## src/rtl/is_uart_tx_arbiter.sv

```systemverilog
// Round-robin arbiter that shares one UART TX FSM among N_REQ byte producers.
// Tracks each frame via txct and releases the TX FSM on completion or after a watchdog timeout.
`timescale 1ns/1ps

package is_pkg_uart_controller;
  localparam int unsigned DATA_W = 8;
endpackage

module is_uart_tx_arbiter
  import is_pkg_uart_controller::*;
#(
  parameter int unsigned N_REQ  = 4,
  parameter int unsigned TO_CYC = 200000
) (
  input  logic                      clk_i,
  input  logic                      rstn_i,
  input  logic [N_REQ-1:0]          req_valid_i,
  input  logic [N_REQ*DATA_W-1:0]   req_data_i,
  input  logic [N_REQ-1:0]          req_mask_i,
  output logic [N_REQ-1:0]          req_ready_o,
  output logic [N_REQ-1:0]          req_done_o,
  output logic [N_REQ-1:0]          grant_o,
  output logic                      busy_o,
  output logic                      timeout_o,
  output logic                      tx_rdy_t_o,
  output logic [DATA_W-1:0]         tx_data_r_o,
  input  logic                      txct_r_i
);

  localparam int unsigned IW = (N_REQ > 1) ? $clog2(N_REQ) : 1;
  localparam int unsigned CW = $clog2(TO_CYC + 1);

  typedef enum logic [1:0] {IDLE, WSTART, WDONE} state_t;

  state_t            state, state_nxt;
  logic [IW-1:0]     ptr, ptr_nxt, owner, owner_nxt, ptr_adv;
  logic [CW-1:0]     wd, wd_nxt;
  logic [N_REQ-1:0]  elig, win_oh;
  logic [IW-1:0]     win_idx, slot;
  logic              win_any;
  logic              accept, finish, expire;

  logic [N_REQ-1:0]  ready_nxt, done_nxt, grant_nxt;
  logic              busy_nxt, timeout_nxt, tx_rdy_nxt;
  logic [DATA_W-1:0] data_nxt;

  assign elig = req_valid_i & req_mask_i;

  // Search starts at ptr and wraps, so the most recently served requester is checked last.
  always_comb begin
    win_any = 1'b0;
    win_idx = '0;
    slot    = '0;
    for (int unsigned i = 0; i < N_REQ; i++) begin
      slot = IW'((32'(ptr) + i) % N_REQ);
      if (!win_any && elig[slot]) begin
        win_any = 1'b1;
        win_idx = slot;
      end
    end
  end

  assign win_oh  = N_REQ'(1) << win_idx;
  assign ptr_adv = (owner == IW'(N_REQ - 1)) ? '0 : owner + IW'(1);

  assign accept = (state == IDLE) && win_any && txct_r_i;
  assign finish = (state == WDONE) && txct_r_i;
  // Completion has priority over expiry on the same cycle.
  assign expire = (state != IDLE) && (wd == CW'(TO_CYC)) && !finish;

  always_ff @(posedge clk_i or negedge rstn_i) begin
    if (!rstn_i) begin
      state       <= IDLE;
      ptr         <= '0;
      owner       <= '0;
      wd          <= '0;
      req_ready_o <= '0;
      req_done_o  <= '0;
      grant_o     <= '0;
      busy_o      <= 1'b0;
      timeout_o   <= 1'b0;
      tx_rdy_t_o  <= 1'b0;
      tx_data_r_o <= '0;
    end else begin
      state       <= state_nxt;
      ptr         <= ptr_nxt;
      owner       <= owner_nxt;
      wd          <= wd_nxt;
      req_ready_o <= ready_nxt;
      req_done_o  <= done_nxt;
      grant_o     <= grant_nxt;
      busy_o      <= busy_nxt;
      timeout_o   <= timeout_nxt;
      tx_rdy_t_o  <= tx_rdy_nxt;
      tx_data_r_o <= data_nxt;
    end
  end

  always_comb begin
    state_nxt = state;
    unique case (state)
      IDLE:    if (accept) state_nxt = WSTART;
      WSTART: begin
        if (expire)         state_nxt = IDLE;
        else if (!txct_r_i) state_nxt = WDONE;
      end
      WDONE:   if (finish || expire) state_nxt = IDLE;
      default: state_nxt = IDLE;
    endcase
  end

  always_comb begin
    ready_nxt   = '0;
    done_nxt    = '0;
    timeout_nxt = 1'b0;
    tx_rdy_nxt  = 1'b0;
    grant_nxt   = grant_o;
    busy_nxt    = busy_o;
    data_nxt    = tx_data_r_o;
    ptr_nxt     = ptr;
    owner_nxt   = owner;
    wd_nxt      = wd;
    if (accept) begin
      data_nxt   = req_data_i[32'(win_idx) * DATA_W +: DATA_W];
      grant_nxt  = win_oh;
      ready_nxt  = win_oh;
      tx_rdy_nxt = 1'b1;
      busy_nxt   = 1'b1;
      wd_nxt     = '0;
      owner_nxt  = win_idx;
    end else if (finish) begin
      done_nxt  = grant_o;
      ptr_nxt   = ptr_adv;
      grant_nxt = '0;
      busy_nxt  = 1'b0;
    end else if (expire) begin
      timeout_nxt = 1'b1;
      ptr_nxt     = ptr_adv;
      grant_nxt   = '0;
      busy_nxt    = 1'b0;
    end else if (state != IDLE) begin
      wd_nxt = wd + CW'(1);
    end
  end

endmodule

```

## config.mk

```make
export PLATFORM = sky130hd
export DESIGN_NAME = is_uart_tx_arbiter
export DESIGN_NICKNAME = d
export VERILOG_FILES = /design/src/rtl/is_uart_tx_arbiter.sv
export SDC_FILE = /design/constraint.sdc
export NUM_CORES = 1
export LEC_CHECK = 0
export CAP_MARGIN = 15
export CORE_UTILIZATION = 51
export CTS_CLUSTER_SIZE = 14
export DETAILED_ROUTE_END_ITERATION = 10
export PLACE_DENSITY = 0.94
export SLEW_MARGIN = 25
export SYNTH_ARGS = -nofsm -noshare
export SYNTH_HDL_FRONTEND = slang
export SYNTH_SLANG_ARGS = --single-unit
```

## constraint.sdc

```tcl
create_clock -name clk_i -period 3 [get_ports clk_i]
set_input_delay 0.6 -clock clk_i [delete_from_list [all_inputs] [get_ports clk_i]]
set_output_delay 0.6 -clock clk_i [all_outputs]
set_load 0.02 [all_outputs]
```

* After elaboration in Yosys (flattened, before gate mapping)
Index checks and enable logic that the tools add are counted.
Storage, ports and cells: bits in registers 47, output and inout port bits 23
Cells by class: add/subtract/negate cells 5, magnitude comparators 4, equality and inequality tests 9, shifts and indexed selects 2, multiplexer cells 41, bitwise logic cells 2, reduce and logical (&&, ||, !) cells 21
Operators with widths (count):
- 2-to-1 mux 18 bit | 4
- variable part select 32 x 6 -> 8 bit | 1
- 2-to-1 mux 4 bit | 6
- 2-to-1 mux 2 bit | 11
- adder 18 x 1 -> 18 bit, second input constant | 1
- == test 18 bit, second input constant | 1
- 2-to-1 mux 1 bit | 15
- < comparator 2 x 3 -> 1 bit, second input constant | 4
- binary-select mux 1 bit (select 2 bit) | 4
- logical AND 1 bit | 8
- inequality test 2 bit, second input constant | 3
- case mux 2 bit (3 select lines) | 1
- AND reduction 3 bit | 2
- nonzero test 2 bit | 3
- adder 2 x 1 -> 2 bit, second input constant | 2
- adder 2 bit, second input constant | 2
- bitwise AND 4 bit | 1
- == test 2 bit, second input constant | 2
- logical NOT 1 bit | 4
- left shift 1 x 2 -> 4 bit, first input constant | 1
- inequality test 3 bit, second input constant | 1
- nonzero test 3 bit | 1
- == test 2 x 1 -> 1 bit, second input constant | 1
- logical NOT 2 bit | 1
- 4 further kinds | 4

* Logic depth before layout (Yosys ltp)
depth in word-level cells 17, mapped depth 8, gate-level depth less buffers 6

* Worst setup path after synthesis
OpenSTA, ideal clock, no wires.
path kind input port to flip-flop, start in req_valid_i[1], end reg wd[10], data arrival time 1.895 ns, required time 2.922 ns, setup slack 1.027 ns, stages 7, buffers on the path 2, path through a22oi_1 > nand3_1 > a21oi_1 > clkbuf_1 > clkbuf_1 > o31ai_1 > a21oi_1
On the way: longest elaborated chain between the ends 17, elaborated cells between the ends (all ways) 26, those cells by class eq/ne (2); mux (13); bitwise (1); reduce/logical (10)
RTL lines:
- from (decl) | RTL line 17 | input logic [N_REQ-1:0] req_valid_i,
- bitwise AND 4 bit (*) | RTL line 47 | assign elig = req_valid_i & req_mask_i;
- binary-select mux 1 bit (select 2 bit) | RTL line 56 | if (!win_any && elig[slot]) begin
- 2-to-1 mux 1 bit (implied by the code) | RTL line 56
- 2-to-1 mux 1 bit | RTL line 56
- logical NOT 1 bit | RTL line 56
- logical AND 1 bit | RTL line 56
- 2-to-1 mux 1 bit | RTL line 56
- logical NOT 1 bit | RTL line 56
- logical AND 1 bit | RTL line 56
- 2-to-1 mux 1 bit | RTL line 56
- logical NOT 1 bit | RTL line 56
- logical AND 1 bit | RTL line 56
- 2-to-1 mux 1 bit (*) | RTL line 56
- logical AND 1 bit (*) (2 in series) | RTL line 66 | assign accept = (state == IDLE) && win_any && txct_r_i;
- inequality test 2 bit (no source line) or nonzero test 2 bit (tied branches)
- AND reduction 3 bit (no source line)
- to (signal assigned) | RTL line 88 | wd <= wd_nxt;
- to (decl) | RTL line 37 | logic [CW-1:0] wd, wd_nxt;
Every way passes the cells marked *; elsewhere a longest branch is shown, timed or not. The select of a mux whose other input is x is not followed. A chain may end at the register's enable or synchronous reset.

* Worst setup path after layout
start reg wd[14], end reg wd[12]
On the way: longest elaborated chain between the ends 5
RTL lines:
- == test 18 bit | RTL line 69 | assign expire = (state != IDLE) && (wd == CW'(TO_CYC)) && !finish;
- logical AND 1 bit (2 in series) | RTL line 69
- inequality test 2 bit (no source line)
- AND reduction 3 bit (no source line)
No other way between the ends.

==> flow_metrics.py <==
metrics = {
    "global_routing": {
        "grt_max_degree": 48,
        "first_global_vias": 2197,
        "antenna_found_initial": 0,
        "grt-ovfl-total": 0,
        "grt_use_total_pct": 24.6,
        "grt_pass1_wl_mm": 9.93,
    },
    "setup_path": {
        "timing.rr.end": "wd[12]",
        "worstPathRequired_ns": 3.22,
        "cp-start-kind": "flip-flop",
        "endpoint": "wd[12]",
        "crit_fanout": 18,
        "r2r_setup_slack_ns": 0.58,
        "reg2regPathDepth": 6,
        "end_kind": "flip-flop",
        "startpoint": "wd[14]",
        "worst-setup-path-type": "reg2reg",
        "worstReg2RegStart": "wd[14]",
        "cp.arrival_ns": 2.64,
    },
    "place": {
        "dp_hpwl_mm": 4.51,
        "pre_cts_slack_ns": 0.331,
        "port_buffers": 65,
        "gp_congestion": 0.815,
    },
    "clocking": {
        "htree_levels": 2,
        "clockRootBuffer": "clkbuf_8",
        "insertion_delay_ns": 0.30,
        "post_cts_buffers": 0,
        "holdBufCountCts": 0,
        "post_cts_resized": 0,
        "tritoncts": "built",
        "numCtsBuffers": 5,
        "cts.sinks": 47,
        "clk_pin_slew_ns": 0.08,
        "cts_buffer_depth": 2,
    },
    "sta": {
        "timing.fmax_ghz": 0.413,
        "tightest_slew_ns": 0.854,
        "worst_slack_ns": 0.579,
        "setup_viol": 0,
        "rsz0062_at_grt": "false",
        "final.setup.tns_ns": 0,
        "finalClockSkew_ns": 0.00412,
        "finalCritPeriodShare_pct": 80.7,
        "max_slew_margin_pct": 42.9,
        "hold_viol_final": 0,
        "period_minus_slack_ns": 2.42,
        "slew_violations": 0,
    },
    "power": {
        "powerDensity_nw_per_um2": 620,
        "switching_share_pct": 34.6,
        "clkPwrFrac_pct": 21.8,
        "p_int_uw": 1360,
        "power_switching_uw": 718,
        "fin_total_pwr_uw": 2080,
        "vdd_ir_drop_max_mv": 0.334,
        "seq_power_share_pct": 41.7,
        "p_leak_uw": 0.00144,
        "combPwrFrac_pct": 36.5,
    },
    "cells_and_area": {
        "drive_gt1_share_pct": 5.54,
        "multi_input_area_um2": 1240,
        "nNetsFinal": 371,
        "ff_latch_area_um2": 1180,
        "n_fill_cell": 352,
        "synthToLayoutAreaGrowth_pct": 32.6,
        "final_util_pct": 70.4,
        "antenna_cells": 0,
    },
    "synthesis": {
        "yosysMostFrequentCell": "dfrtp_1",
        "synthTopCellsByCount": "47 x dfrtp_1, 26 x nand2_1, 14 x a21oi_1",
        "ys_warn_count": 0,
        "synthAdderAreaFrac_pct": 1.49,
        "yosysTopAreaCell": "dfrtp_1",
        "syn_nets": 305,
        "yosysTopAreaCellShare_pct": 46.6,
        "synth_xor_area_share_pct": 0.347,
        "ys.flop_type": "dfrtp_1",
        "seq_area_frac_synth_pct": 46.6,
        "synth_edf_count": 0,
        "synthCells": 259,
        "async_flop_share_pct": 100,
        "ys_top_cells_by_area": "dfrtp_1 47%, nand2_1 3.9%, o31ai_1 3.9%",
        "synth.area.mux_share_pct": 3.57,
        "avgSynthCellArea_um2": 9.75,
        "synth_top_family_by_area": "simple AND/OR/NAND/NOR gates",
        "ys_seq_elements": 47,
        "synth_cell_type_count": 43,
        "synth-simple-area-share_pct": 22.0,
        "syn-cell-area_um2": 2520,
        "synth_compound_area_share_pct": 21.8,
    },
    "detailed_routing": {
        "drc_errors": 0,
        "wire_per_inst_um": 15.5,
        "ant_nets": 0,
        "vias": 2304,
        "avgViaCountPerCell": 5.88,
        "drt_iter0_markers": 181,
        "wl_mm": 6.07,
        "first_pass_iters": 4,
    },
    "run_status": {
        "status": "finished, final reports clean",
    },
    "floorplan": {
        "initial_utilization_pct": 53.1,
        "io_pins": 66,
        "die_h_um": 72.4,
        "die_x_um": 72.4,
        "coreArea_um2": 4750,
        "die-area_um2": 5240,
        "rows": 25,
    },
    "worst_hold_path": {
        "hold_class": "in2async",
    },
    "job": {
        "drv_cap": 0,
    },
}
-- power by group through the flow --
stage / logic, uW / registers, uW / clock network [uW]
3_5_place_dp: 756 / 871 / 0
4_1_cts: 757 / 863 / 452
3_3_place_gp: 731 / 871 / 0
6_report: 757 / 865 / 453
5_1_grt: 818 / 878 / 485
2_1_floorplan: 319 / 955 / 0
-- flip-flops by register name, summed over array words and instances (netlist names) --
register and cells:
busy_o 1, grant_o 4, owner 2, ptr 2, req_done_o 4, req_ready_o 4
state 2, timeout_o 1, tx_data_r_o 8, tx_rdy_t_o 1, wd 18
-- metrics by stage --
step / cell area, um2 / cells / hold WS (ns)
6_report: 3350 / 392 / 0.288
5_1_grt: 3350 / 392 / 0.333
4_1_cts: 3340 / 392 / 0.502
3_5_place_dp: 3240 / 385 / 0.485
3_3_place_gp: 3240 / 385 / 0.479
2_1_floorplan: 2520 / 259 / 0.304
-- layer usage --
| metal | up-vias | track usage, % | wire length [um] |
|---|---|---|---|
| met4 | 0 | 8.50 | 98 |
| met1 | 1111 | 31.5 | 2540 |
| li1 | 1117 | - | - |
| met2 | 64 | 42.7 | 3190 |
| met3 | 12 | 3.75 | 235 |
| met5 | - | 0 | 0 |
-- cell type report --
cell class                 instances  share of cell area, %
multi-input combinational        190                   37.1
sequential                        47                   35.1
timing repair buffer              73                   21.2
tap                               67                   2.50
clock buffer                       5                   2.06
clock inverter                     2                   1.12
inverter                           8                  0.897
-- critical path: stages, from the launching register on --
cell and delay [ns]:
dfrtp_1 0.45, nor4b_1 0.34, nand2_1 0.16, o41ai_4 0.83, buf_4 0.31, o31ai_1 0.10, a21oi_1 0.15
-- worst min-delay path by stage --
stage,endpoint,slack [ns],from,depth (start not counted)
after global routing,wd[9],0.33,rstn_i,1
after detailed placement,grant_o[0],0.48,grant_o[0],1
final,wd[9],0.29,rstn_i,1
after CTS,wd[6],0.50,rstn_i,1
after global placement,owner[1],0.48,owner[1],2
after floorplan,busy_o,0.30,rstn_i,0
-- logic make-up (layout without fill, tap and decap cells) --
logic type	after synthesis	after routing
AND/OR/NAND/NOR	100	100
flip-flops	47	47
buffers and inverters	22	88
XOR/XNOR	1	1
multiplexers	9	9
AO/OA/AOI/OAI	77	77
adder cells (fa/ha/maj)	3	3
-- cell usage in the layout (no fill, tap or decap), types with 2 or more instances in the layout --
master and n:
or4_1 13, nand2_1 26, nor3_1 5, nand4_1 6
clkbuf_8 5, nor2_1 7, inv_1 8, clkdlybuf4s50_1 64
o211ai_1 8, o41ai_1 2, o2111ai_1 2, o311ai_0 2
dfrtp_1 47, mux2i_1 9, ha_1 3, and2_1 9
o21ai_0 13, buf_4 9, nand3_1 10, a21o_1 6
nor4b_1 3, a21oi_1 14, and3_1 12, nor4_1 2
nand3b_1 2, o31ai_1 13, a21boi_0 8
Power figures use the tool's default switching activity.
